$ cat src/rtl/sram_cfg_pkg.sv
// ---------------------------------------------------------------------------
// sram_cfg_pkg
// Shared SRAM lane configuration definitions, used by both the read-side lane
// mux and the write-side formatter.
//   CONF_*      : width configuration codes carried on the 2-bit conf input
//   wr_state_e  : write formatter FSM states
//   expand_mask : widens a 4-bit byte mask to a 32-bit bit mask
// ---------------------------------------------------------------------------
package sram_cfg_pkg;

    localparam logic [1:0] CONF_32   = 2'b00;
    localparam logic [1:0] CONF_16   = 2'b01;
    localparam logic [1:0] CONF_8    = 2'b10;
    localparam logic [1:0] CONF_RSVD = 2'b11;

    typedef enum logic [1:0] {
        IDLE     = 2'd0,
        RD_ISSUE = 2'd1,
        RD_WAIT  = 2'd2,
        WRITE    = 2'd3
    } wr_state_e;

    function automatic logic [31:0] expand_mask(input logic [3:0] m);
        logic [31:0] res;
        for (int i = 0; i < 4; i++) begin
            res[8*i +: 8] = {8{m[i]}};
        end
        return res;
    endfunction

endpackage

$ cat src/rtl/sram_wr_formatter_if.sv
// ---------------------------------------------------------------------------
// sram_wr_formatter_if
// Bundles the bus-side write request port and the SRAM macro port of the
// write formatter.
//   conf, req_*   : width config and valid/ready write request handshake
//   req_err       : reserved-config error pulse
//   mem_*         : SRAM enable, write/read select, word address, data, mask
//                   and read data
// Modports:
//   slave  : the formatter (consumes requests, drives the SRAM port)
//   master : the environment (issues requests, models the SRAM)
// ---------------------------------------------------------------------------
interface sram_wr_formatter_if #(
    parameter int ADDR_W = 8
);
    logic [1:0]        conf;
    logic              req_valid;
    logic              req_ready;
    logic [ADDR_W+1:0] req_addr;
    logic [31:0]       req_wdata;
    logic              req_err;
    logic              mem_en;
    logic              mem_we;
    logic [ADDR_W-1:0] mem_addr;
    logic [31:0]       mem_wdata;
    logic [3:0]        mem_wmask;
    logic [31:0]       mem_rdata;

    modport slave (
        input  conf, req_valid, req_addr, req_wdata, mem_rdata,
        output req_ready, req_err, mem_en, mem_we, mem_addr, mem_wdata, mem_wmask
    );

    modport master (
        output conf, req_valid, req_addr, req_wdata, mem_rdata,
        input  req_ready, req_err, mem_en, mem_we, mem_addr, mem_wdata, mem_wmask
    );
endinterface

$ cat src/rtl/sram_wr_lane_place.sv
// ---------------------------------------------------------------------------
// sram_wr_lane_place
// Purely combinational lane placement for one write element.
//   conf    in  2   width configuration
//   addr_lo in  2   low element-address bits (lane / byte select)
//   wdata   in  32  right-justified write data
//   placed  out 32  data moved into its lane, other lanes zero
//   mask    out 4   byte enables of the selected lane (0 for reserved conf)
// ---------------------------------------------------------------------------
module sram_wr_lane_place
    import sram_cfg_pkg::*;
(
    input  logic [1:0]  conf,
    input  logic [1:0]  addr_lo,
    input  logic [31:0] wdata,
    output logic [31:0] placed,
    output logic [3:0]  mask
);

    always_comb begin
        placed = '0;
        mask   = '0;
        case (conf)
            CONF_32: begin
                placed = wdata;
                mask   = 4'b1111;
            end
            CONF_16: begin
                if (addr_lo[0]) begin
                    placed = {wdata[15:0], 16'h0000};
                    mask   = 4'b1100;
                end else begin
                    placed = {16'h0000, wdata[15:0]};
                    mask   = 4'b0011;
                end
            end
            CONF_8: begin
                placed = {24'h000000, wdata[7:0]} << {addr_lo, 3'b000};
                mask   = 4'b0001 << addr_lo;
            end
            default: begin
                placed = '0;
                mask   = '0;
            end
        endcase
    end

endmodule

$ cat src/rtl/sram_wr_formatter.sv
// ---------------------------------------------------------------------------
// sram_wr_formatter
// Write-side lane formatter between the bus write port and the SRAM macro.
// Places 32/16/8-bit elements into their lane of a 32-bit word, generates the
// word address and byte mask, and for mask-less macros (USE_RMW=1) performs a
// read-merge-write for narrow writes.
//   clk   in  clock
//   rst_n in  synchronous active-low reset
//   bus   sram_wr_formatter_if.slave: request handshake + SRAM port
// Parameters: ADDR_W word-address width, USE_RMW read-merge-write enable,
// RD_LAT read latency in cycles (1..3).
// ---------------------------------------------------------------------------
module sram_wr_formatter
    import sram_cfg_pkg::*;
#(
    parameter int ADDR_W  = 8,
    parameter int USE_RMW = 0,
    parameter int RD_LAT  = 1
) (
    input  logic                 clk,
    input  logic                 rst_n,
    sram_wr_formatter_if.slave   bus
);

    localparam logic [1:0] WAIT_INIT = 2'(RD_LAT - 1);

    wr_state_e         state_q, state_d;
    logic [1:0]        cnt_q, cnt_d;
    logic [ADDR_W-1:0] word_q, word_d;
    logic [31:0]       placed_q, placed_d;
    logic [3:0]        mask_q, mask_d;
    logic              mem_en_q, mem_en_d;
    logic              mem_we_q, mem_we_d;
    logic [ADDR_W-1:0] mem_addr_q, mem_addr_d;
    logic [31:0]       mem_wdata_q, mem_wdata_d;
    logic [3:0]        mem_wmask_q, mem_wmask_d;
    logic              req_err_q, req_err_d;

    logic              req_ready;
    logic              accept;
    logic [ADDR_W-1:0] req_word;
    logic [31:0]       pl_data;
    logic [3:0]        pl_mask;
    logic [31:0]       merged;

    sram_wr_lane_place u_lane_place (
        .conf    (bus.conf),
        .addr_lo (bus.req_addr[1:0]),
        .wdata   (bus.req_wdata),
        .placed  (pl_data),
        .mask    (pl_mask)
    );

    assign req_ready = (state_q == IDLE) || (state_q == WRITE);
    assign accept    = bus.req_valid && req_ready;

    // Element address to word address: drop the lane-select bits of the
    // configured width; higher unused address bits fall off the top.
    always_comb begin
        case (bus.conf)
            CONF_16: req_word = bus.req_addr[ADDR_W:1];
            CONF_8:  req_word = bus.req_addr[ADDR_W+1:2];
            default: req_word = bus.req_addr[ADDR_W-1:0];
        endcase
    end

    // Next-state and next-output logic. Request fields are captured already
    // placed so later conf changes cannot disturb an in-flight RMW; the
    // captured byte mask selects which read bytes get replaced in the merge.
    always_comb begin
        state_d     = state_q;
        cnt_d       = cnt_q;
        word_d      = word_q;
        placed_d    = placed_q;
        mask_d      = mask_q;
        mem_en_d    = 1'b0;
        mem_we_d    = 1'b0;
        mem_addr_d  = '0;
        mem_wdata_d = '0;
        mem_wmask_d = '0;
        req_err_d   = 1'b0;
        merged      = (bus.mem_rdata & ~expand_mask(mask_q)) | placed_q;

        case (state_q)
            IDLE, WRITE: begin
                state_d = IDLE;
                if (accept) begin
                    if (bus.conf == CONF_RSVD) begin
                        req_err_d = 1'b1;
                    end else begin
                        word_d     = req_word;
                        placed_d   = pl_data;
                        mask_d     = pl_mask;
                        mem_en_d   = 1'b1;
                        mem_addr_d = req_word;
                        if (USE_RMW == 0 || bus.conf == CONF_32) begin
                            state_d     = WRITE;
                            mem_we_d    = 1'b1;
                            mem_wdata_d = pl_data;
                            mem_wmask_d = (USE_RMW != 0) ? 4'b1111 : pl_mask;
                        end else begin
                            state_d = RD_ISSUE;
                        end
                    end
                end
            end
            RD_ISSUE: begin
                state_d = RD_WAIT;
                cnt_d   = WAIT_INIT;
            end
            RD_WAIT: begin
                if (cnt_q == 2'd0) begin
                    state_d     = WRITE;
                    mem_en_d    = 1'b1;
                    mem_we_d    = 1'b1;
                    mem_addr_d  = word_q;
                    mem_wdata_d = merged;
                    mem_wmask_d = 4'b1111;
                end else begin
                    cnt_d = cnt_q - 2'd1;
                end
            end
            default: state_d = IDLE;
        endcase
    end

    // State and registered outputs; reset wins over any pending write.
    always_ff @(posedge clk) begin
        if (!rst_n) begin
            state_q     <= IDLE;
            cnt_q       <= '0;
            word_q      <= '0;
            placed_q    <= '0;
            mask_q      <= '0;
            mem_en_q    <= 1'b0;
            mem_we_q    <= 1'b0;
            mem_addr_q  <= '0;
            mem_wdata_q <= '0;
            mem_wmask_q <= '0;
            req_err_q   <= 1'b0;
        end else begin
            state_q     <= state_d;
            cnt_q       <= cnt_d;
            word_q      <= word_d;
            placed_q    <= placed_d;
            mask_q      <= mask_d;
            mem_en_q    <= mem_en_d;
            mem_we_q    <= mem_we_d;
            mem_addr_q  <= mem_addr_d;
            mem_wdata_q <= mem_wdata_d;
            mem_wmask_q <= mem_wmask_d;
            req_err_q   <= req_err_d;
        end
    end

    assign bus.req_ready = req_ready;
    assign bus.req_err   = req_err_q;
    assign bus.mem_en    = mem_en_q;
    assign bus.mem_we    = mem_we_q;
    assign bus.mem_addr  = mem_addr_q;
    assign bus.mem_wdata = mem_wdata_q;
    assign bus.mem_wmask = mem_wmask_q;

endmodule

$ cat src/flat_wrapper.sv
// flat-port wrapper written by rule: the top's interface ports become plain ports
module sram_wr_formatter_flat import sram_cfg_pkg::*;
#(
    parameter int ADDR_W  = 8,
    parameter int USE_RMW = 0,
    parameter int RD_LAT  = 1
)
  (clk, rst_n, bus_conf, bus_req_valid, bus_req_addr, bus_req_wdata, bus_mem_rdata, bus_req_ready, bus_req_err, bus_mem_en, bus_mem_we, bus_mem_addr, bus_mem_wdata, bus_mem_wmask);
  sram_wr_formatter_if #(.ADDR_W(ADDR_W)) bus_i ();
  input  logic clk;
  input  logic rst_n;
  input wire logic [$bits(bus_i.conf)-1:0] bus_conf;
  input wire logic [$bits(bus_i.req_valid)-1:0] bus_req_valid;
  input wire logic [$bits(bus_i.req_addr)-1:0] bus_req_addr;
  input wire logic [$bits(bus_i.req_wdata)-1:0] bus_req_wdata;
  input wire logic [$bits(bus_i.mem_rdata)-1:0] bus_mem_rdata;
  output wire logic [$bits(bus_i.req_ready)-1:0] bus_req_ready;
  output wire logic [$bits(bus_i.req_err)-1:0] bus_req_err;
  output wire logic [$bits(bus_i.mem_en)-1:0] bus_mem_en;
  output wire logic [$bits(bus_i.mem_we)-1:0] bus_mem_we;
  output wire logic [$bits(bus_i.mem_addr)-1:0] bus_mem_addr;
  output wire logic [$bits(bus_i.mem_wdata)-1:0] bus_mem_wdata;
  output wire logic [$bits(bus_i.mem_wmask)-1:0] bus_mem_wmask;
  assign bus_i.conf = bus_conf;
  assign bus_i.req_valid = bus_req_valid;
  assign bus_i.req_addr = bus_req_addr;
  assign bus_i.req_wdata = bus_req_wdata;
  assign bus_i.mem_rdata = bus_mem_rdata;
  assign bus_req_ready = bus_i.req_ready;
  assign bus_req_err = bus_i.req_err;
  assign bus_mem_en = bus_i.mem_en;
  assign bus_mem_we = bus_i.mem_we;
  assign bus_mem_addr = bus_i.mem_addr;
  assign bus_mem_wdata = bus_i.mem_wdata;
  assign bus_mem_wmask = bus_i.mem_wmask;
  sram_wr_formatter #(.ADDR_W(ADDR_W), .USE_RMW(USE_RMW), .RD_LAT(RD_LAT)) u_core (.clk(clk), .rst_n(rst_n), .bus(bus_i));
endmodule
$ cat config.mk
export PLATFORM = sky130hd
export DESIGN_NAME = sram_wr_formatter_flat
export DESIGN_NICKNAME = d
export VERILOG_FILES = /design/src/rtl/sram_cfg_pkg.sv /design/src/rtl/sram_wr_formatter_if.sv /design/src/rtl/sram_wr_lane_place.sv /design/src/rtl/sram_wr_formatter.sv /design/src/flat_wrapper.sv
export SDC_FILE = /design/constraint.sdc
export NUM_CORES = 1
export LEC_CHECK = 0
export CAP_MARGIN = 20
export CORE_ASPECT_RATIO = 0.6
export CORE_MARGIN = 2
export CORE_UTILIZATION = 50
export CTS_CLUSTER_DIAMETER = 100
export CTS_CLUSTER_SIZE = 12
export DETAILED_ROUTE_END_ITERATION = 8
export GPL_TIMING_DRIVEN = 0
export PLACE_DENSITY = 0.94
export SYNTH_ARGS = -nofsm -noshare
export SYNTH_HDL_FRONTEND = slang
export SYNTH_SLANG_ARGS = --single-unit
$ cat constraint.sdc
create_clock -name clk -period 4.64 [get_ports clk]
set_input_delay 0.464 -clock clk [delete_from_list [all_inputs] [get_ports clk]]
set_output_delay 0.464 -clock clk [all_outputs]
set_load 0.03 [all_outputs]
==> reports/qor.tcl <==
set qor(critical_path_arrival_ns) 1.81
set qor(grt_first_pass_wirelength_mm) 20.21
set qor(postRouteAntennaNets) 0
set qor(detailroute.via_count) 4251
set qor(layout.filler_cells) 541
set qor(final.setup.tns_ns) 0
set qor(cts_sinks) 94
set qor(cellLeakagePower_nw) 2.014
set qor(slew_headroom) 0.6423
set qor(worstSkewPairLatency_ns) 0.35
set qor(cts.clk_slew.worst_paths_ns) 0.06
set qor(cp_num_buf_inv) 2
set qor(worstPathCellList) {inv_1, ha_1, clkdlybuf4s50_1}
set qor(cts_tree) {done}
set qor(post_synthesis_instance_area_mm2) 0.003973
set qor(syn_inst) 452
set qor(tightest_slew_ns) 0.5365
set qor(sequential_element_share_of_the_synthesized_area) 0.4737
set qor(antenna_found_initial) 0
set qor(grt_start_max_net_pins) 16
set qor(hold_viol_final) 0
set qor(timing.clock.skew_ns) 0.006218
set qor(critical_path_cell_count) 3
set qor(synth_nets) 539
set qor(unrepaired_setup_endpoints_after_global_routing) {false}
set qor(design.die.area_mm2) 0.008698
set qor(area.growth.synth_to_final_pct) 42.90
set qor(ys.flop_type) {sky130_fd_sc_hd__dfxtp_1}
set qor(globalRoute.totalOverflow) 0
set qor(number_of_cells_after_detailed_placement) 686
set qor(setup_viol) 0
set qor(post_synth_edffs) 0
set qor(cts_post_setup_buffers_inserted) 0
set qor(cp_slowest_cell) {sky130_fd_sc_hd__clkdlybuf4s50_1}
set qor(h_tree_depth) 3
set qor(synthesis.area_per_instance_um2) 8.789
set qor(final_period_minus_worst_setup_slack_ns) 2.272
set qor(cts-hold-fix-buffers) 0
set qor(worst_hold_path.num_cells) 2
set qor(slew_violations) 0
set qor(post_route_cells_drive_above_1_share) 0.07420
set qor(synth_cell_type_count) 36
set qor(root_buffer_cell) {sky130_fd_sc_hd__clkbuf_16}
set qor(fp.coreArea_mm2) 0.007789
set qor(initial_utilization) 0.5100
set qor(maximum_net_fanout_on_the_critical_path) 3
set qor(track_usage) 0.3023
set qor(cts_repair_resize_count) 0
set qor(holdCritPathClass) {register to register}
set qor(cts_inserted_buffers) 9
set qor(antenna_cells) 0
set qor(crit_path_max_incr_delay_ns) 0.70
set qor(fin_nets) 676
set qor(first_iter_violations) 518
set qor(most_common_cell_after_layout_fill_and_taps_aside) {sky130_fd_sc_hd__clkdlybuf4s50_1}
set qor(top_level_ports) 127
set qor(worst_setup_path_start_kind) {register}
set qor(placement.io_buffers) 126
set qor(cts.path.max_buffers) 2
set qor(synth.yosys.warnings) 0
set qor(firstDrtPassIters) 8
set qor(first_global_vias) 4030
set qor(die_y_um) 73.05
set qor(timing.critical_path.required_ns) 4.18
set qor(max_freq_ghz) 0.4401
set qor(power.total_mw) 2.350
set qor(remaining_drc_errors) 0
set qor(die-width_um) 119.1
set qor(gp_congestion) 0.9308
set qor(ir_worst_vdd_mv) 0.1851
set qor(crit_path_end_kind) {output pin}
set qor(criticalPathCategory) {register to output pin}
set qor(worst_r2r_path_depth) 7
set qor(postSynth.asyncResetShare) 0
set qor(rows) 25
set qor(maxCapViolCount) 0
set qor(layout.cells.non_filler) 701
set qor(final_critical_path_setup_slack_ns) 2.368
set qor(wl_per_cell_um) 18.72
set qor(wl_mm) 13.13
set qor(final.period_utilization) 0.4897
set qor(critPathTopFamily) {buffers and inverters}
set qor(dr_vias_cell) 6.064
set qor(ys_ff_latch) 94
set qor(final_core_util) 0.7288
set qor(final_cell_mix) {126 x sky130_fd_sc_hd__clkdlybuf4s50_1, 94 x sky130_fd_sc_hd__dfxtp_1, 68 x sky130_fd_sc_hd__a21oi_1}
set qor(place_ws_ns) 2.135
set qor(dp.final_hpwl_mm) 9.506
set qor(run_status) {finished, final reports clean}
set qor(p_per_area_mw_per_mm2) 414.0
[cells in the mapped netlist (2+ instances only)]
cell	instances	area share
sky130_fd_sc_hd__o211ai_1	8	0.015
sky130_fd_sc_hd__a21oi_1	68	0.086
sky130_fd_sc_hd__buf_4	5	0.0094
sky130_fd_sc_hd__o21ai_0	44	0.055
sky130_fd_sc_hd__nand2b_1	3	0.0047
sky130_fd_sc_hd__a31oi_1	17	0.027
sky130_fd_sc_hd__buf_6	2	0.0057
sky130_fd_sc_hd__o32ai_1	8	0.018
sky130_fd_sc_hd__inv_1	10	0.0094
sky130_fd_sc_hd__nand2_1	64	0.060
sky130_fd_sc_hd__nor2_1	4	0.0038
sky130_fd_sc_hd__ha_1	8	0.025
sky130_fd_sc_hd__and2_1	2	0.0031
sky130_fd_sc_hd__a222oi_1	8	0.020
sky130_fd_sc_hd__o22ai_1	8	0.013
sky130_fd_sc_hd__a22oi_1	8	0.015
sky130_fd_sc_hd__nand3_1	24	0.030
sky130_fd_sc_hd__and3_1	2	0.0031
sky130_fd_sc_hd__dfxtp_1	94	0.47
sky130_fd_sc_hd__nor2b_1	17	0.027
sky130_fd_sc_hd__o2bb2a_4	8	0.040
sky130_fd_sc_hd__clkbuf_1	20	0.019
sky130_fd_sc_hd__buf_2	7	0.0088
[per-stage QoR]
step / area (um2) / hold WS (ns)
after floorplan: 3973 / 0.4332
after global placement: 5369 / 0.4401
after detailed placement: 5369 / 0.4462
after CTS: 5677 / 0.4582
after global routing: 5677 / 0.4757
final: 5677 / 0.4587
[worst paths after layout]
path	startpoint	to	slack (ns)
worst max-delay path	u_core.state_q[0]$_SDFFE_PN0P_	bus_req_ready	2.37
worst min-delay path	u_core.word_q[2]$_SDFFE_PN0P_	u_core.word_q[2]$_SDFFE_PN0P_	0.46
worst max register to register	u_core.state_q[0]$_SDFFE_PN0P_	u_core.placed_q[11]$_SDFFE_PN0P_	2.62
worst min register to register	u_core.word_q[2]$_SDFFE_PN0P_	u_core.word_q[2]$_SDFFE_PN0P_	0.46
[final cells by class]
type	instances	area, um2	area share
Multi-Input combinational cell	312	1876	0.3304
Inverter	11	41.29	0.007274
Buffer	35	173.9	0.03064
Clock inverter	4	55.05	0.009698
Tap cell	108	135.1	0.02380
Timing Repair Buffer	126	1261	0.2222
Clock buffer	11	252.7	0.04452
Sequential cell	94	1882	0.3315
[state kept, by name, indices dropped and copies added, names as in the netlist]
signal                cells
u_core.placed_q          32
u_core.bus.mem_en         1
u_core.word_q             8
u_core.cnt_q              2
u_core.bus.mem_wmask      4
u_core.bus.req_err        1
u_core.mask_q             4
u_core.state_q            2
u_core.bus.mem_addr       8
u_core.bus.mem_wdata     32
[worst register-to-register path, cell delays in order, from the launching register on]
cell and delay [ns]:
sky130_fd_sc_hd__dfxtp_1 0.36, sky130_fd_sc_hd__inv_1 0.05, sky130_fd_sc_hd__ha_1 0.35, sky130_fd_sc_hd__buf_2 0.20
sky130_fd_sc_hd__nand2_1 0.28, sky130_fd_sc_hd__clkbuf_1 0.41, sky130_fd_sc_hd__nand2_1 0.13, sky130_fd_sc_hd__a21oi_1 0.17
[where the power goes]
part / leakage [nW] / internal, mW / total (mW) / switching [mW]
Sequential: 0.766 / 0.893 / 0.933 / 0.0398
Combinational: 1.10 / 0.260 / 0.652 / 0.392
Clock: 0.148 / 0.447 / 0.766 / 0.319
[routing by layer]
layer  up-vias  global-route usage  wire length [um]
met5         -                   0                 0
met4         0             0.09788               274
met3        47              0.1000              1627
met2       328              0.4840              5781
met1      1969              0.3909              5442
li1       1907                   -                 -
[cells by family after synthesis]
logic type / Yosys count / synth area share
adders and majority gates: 8 / 0.02520
buffers and inverters: 46 / 0.05417
DFF: 94 / 0.4737
and+or+nand+nor: 124 / 0.1493
AOI/OAI and AO/OA: 180 / 0.2976
Note: power is estimated with default switching activity, not from simulation.
==> RTL change (same settings) <==
`USE_RMW` is set to 0 in 2 places; all go to 1.
--- a/src/rtl/sram_wr_formatter.sv
+++ b/src/rtl/sram_wr_formatter.sv
@@ -16,3 +16,3 @@
     parameter int ADDR_W  = 8,
-    parameter int USE_RMW = 0,
+    parameter int USE_RMW = 1,
     parameter int RD_LAT  = 1
--- a/src/flat_wrapper.sv
+++ b/src/flat_wrapper.sv
@@ -4,3 +4,3 @@
     parameter int ADDR_W  = 8,
-    parameter int USE_RMW = 0,
+    parameter int USE_RMW = 1,
     parameter int RD_LAT  = 1
Behaviour: not the same (Yosys sat finds a counterexample within 4 cycles, from zero or initial values and one cycle with rst_n low).
==> RTL change against the unedited design <==
- worst setup slack lost 210 ps
- cell area shrank 1.1%
- synthesized area shrank 1.6%
- via count shrank 1.4%
- largest cell class is now multi-input combinational cells
- power shrank 12%
- wire length shrank 2.0%
- sequential cell count shrank 3
==> RTL change: results (changes against the unedited design) <==
- DR WL/cell: 18.4 um (was 18.7 um)
- Worst Skew: 11.2 ps (was 6.22 ps)
- Synth top area cells: sky130_fd_sc_hd__dfxtp_1 (47%), sky130_fd_sc_hd__nand2_1 (8.0%), sky130_fd_sc_hd__a21oi_1 (5.8%), sky130_fd_sc_hd__o21ai_2 (4.0%), sky130_fd_sc_hd__o22ai_1 (3.8%) (was sky130_fd_sc_hd__dfxtp_1 (47%), sky130_fd_sc_hd__a21oi_1 (8.6%), sky130_fd_sc_hd__nand2_1 (6.0%), sky130_fd_sc_hd__o21ai_0 (5.5%), sky130_fd_sc_hd__o2bb2a_4 (4.0%))
- Tightest Pin Transition: 668 ps (was 536 ps)
- Pin count of the biggest net entering global routing: 17 (was 16)
- Routed via count: 4191 (was 4251)
- Leading post-synthesis cells by instance count: sky130_fd_sc_hd__dfxtp_1 (91), sky130_fd_sc_hd__nand2_1 (83), sky130_fd_sc_hd__a21oi_1 (45) (was sky130_fd_sc_hd__dfxtp_1 (94), sky130_fd_sc_hd__a21oi_1 (68), sky130_fd_sc_hd__nand2_1 (64))
- Largest fanout on the critical path: 10 (was 3)
- Outcome: complete, no violations (unchanged)
- Number of placed cells counting well taps: 684 (was 686)
- Fraction of final layout cells sized beyond drive strength 1: 9.40% (was 7.42%)
- Count of port buffers added during placement: 125 (was 126)
- Xor/xnor cell area share of the yosys netlist: 0% (unchanged)
- Post-synthesis cell type count: 35 (was 36)
- Deepest level of the CTS H-tree: 3 (unchanged)
- Post-detailed-placement half-perimeter wirelength: 9.50 mm (was 9.51 mm)
- Data arrival time of the worst path: 2730 ps (was 1810 ps)
- Fin. max-slew vios: 0 (unchanged)
- Sequential-to-total area share from yosys stat: 46.6% (was 47.4%)
- Post-synth EDFFs: 0 (unchanged)
- Tightest Hold Check Type: reg2reg (unchanged)
- Combined global-route utilization of all metal layers: 30.1% (was 30.2%)
- Fill cell total of the finished layout: 523 (was 541)
- Wire length of the first global-routing pass: 20.3 mm (was 20.2 mm)
- Vias in the first global route: 4022 (was 4030)
- Synthesized Nets: 542 (was 539)
- Maximum vdd drop: 0.304 mV (was 0.185 mV)
- Fraction of the mapped netlist area in compound gates: 29.4% (was 29.8%)
- Peak per-stage delay on the critical path: 480 ps (was 700 ps)
- Detailed-routing iteration count for the pre-antenna-repair pass: 6 (was 8)
- Antenna fix cells: 0 (unchanged)
- Post-cts sizing count: 0 (unchanged)
- Number of design-rule violations left by the first detailed-router iteration: 617 (was 518)
- Average cell area after synthesis: 8.59 um2 (was 8.79 um2)
- Adder-Cell Fraction of Synth Area: 2.56% (was 2.52%)
- Cell with the biggest individual delay on the critical path: sky130_fd_sc_hd__clkdlybuf4s50_1 (unchanged)
- Initial antenna violation count: 0 (unchanged)
- Count of placed standard cells in the final layout, fillers left out: 700 (was 701)
- Final weighted congestion in routability-driven placement: 0.916 (was 0.931)
- Total leakage power: 1.99 nW (was 2.01 nW)
[RTL change: cell types whose count changed in the layout (fill, tap and decap cells not counted), moves of 18 or more]
| cell | change |
|---|---|
| sky130_fd_sc_hd__nand2_1 | +19 |
| sky130_fd_sc_hd__a21oi_1 | -23 |
| sky130_fd_sc_hd__o21ai_0 | -25 |
| sky130_fd_sc_hd__a21boi_0 | +18 |
| sky130_fd_sc_hd__nor2_1 | +18 |
| sky130_fd_sc_hd__o21ai_2 | +18 |
[RTL change: cell families (layout without fill, tap and decap cells)]
| group | Yosys count | count (layout) |
|---|---|---|
| DFF | 91 | 91 |
| buffers and inverters | 48 | 189 |
| and+or+nand+nor | 137 | 137 |
| AOI/OAI and AO/OA | 171 | 171 |
| adders and majority gates | 8 | 8 |
[RTL change: layout make-up]
type / instances / share of cell area (%)
buffer: 37 / 3.50
clock buffer: 9 / 4.01
clock inverter: 7 / 1.74
inverter: 11 / 0.736
multi-input combinational: 316 / 32.9
sequential: 91 / 32.5
tap: 104 / 2.32
timing repair buffer: 125 / 22.3
[RTL change: worst paths after layout]
path | endpoint | slack [ps] | cells past startpoint | startpoint
hold / removal | u_core.placed_q[24] | 460 | 2 | u_core.placed_q[24]
setup / recovery | u_core.bus.mem_wdata[26] | 2160 | 8 | bus_conf[0]
hold reg to reg | u_core.placed_q[24] | 460 | 2 | u_core.placed_q[24]
setup reg to reg | u_core.bus.mem_wdata[26] | 2310 | 8 | u_core.state_q[0]
[RTL change: power by group]
| group | internal, W | switching [W] |
|---|---|---|
| Sequential | 0.000825 | 0.0000205 |
| Clock | 0.000474 | 0.000310 |
| Combinational | 0.000182 | 0.000250 |
[RTL change: worst max-delay path: cells and delay by family]
| family | cells | cell delay [ps] |
|---|---|---|
| buffers and inverters | 4 | 1010 |
| AND/OR/NAND/NOR | 2 | 750 |
| adder cells (fa/ha/maj) | 1 | 270 |
| AO/OA/AOI/OAI | 1 | 230 |
[RTL change: metrics by stage]
| step | util, % | cell area [um2] | worst slack (ps) |
|---|---|---|---|
| after CTS | 75.7 | 5610 | 2270 |
| final | 75.7 | 5610 | 2160 |
| after detailed placement | 71.3 | 5290 | 1940 |
| after floorplan | - | 3910 | 2600 |
| after global placement | 71.3 | 5290 | 2040 |
| after global routing | 75.7 | 5610 | 2120 |
[RTL change: metal layers]
metal	global-route usage (%)	wire [um]
met3	7.94	1520
met5	0	0
met1	40.6	5450
met4	8.57	318
met2	48.2	5570
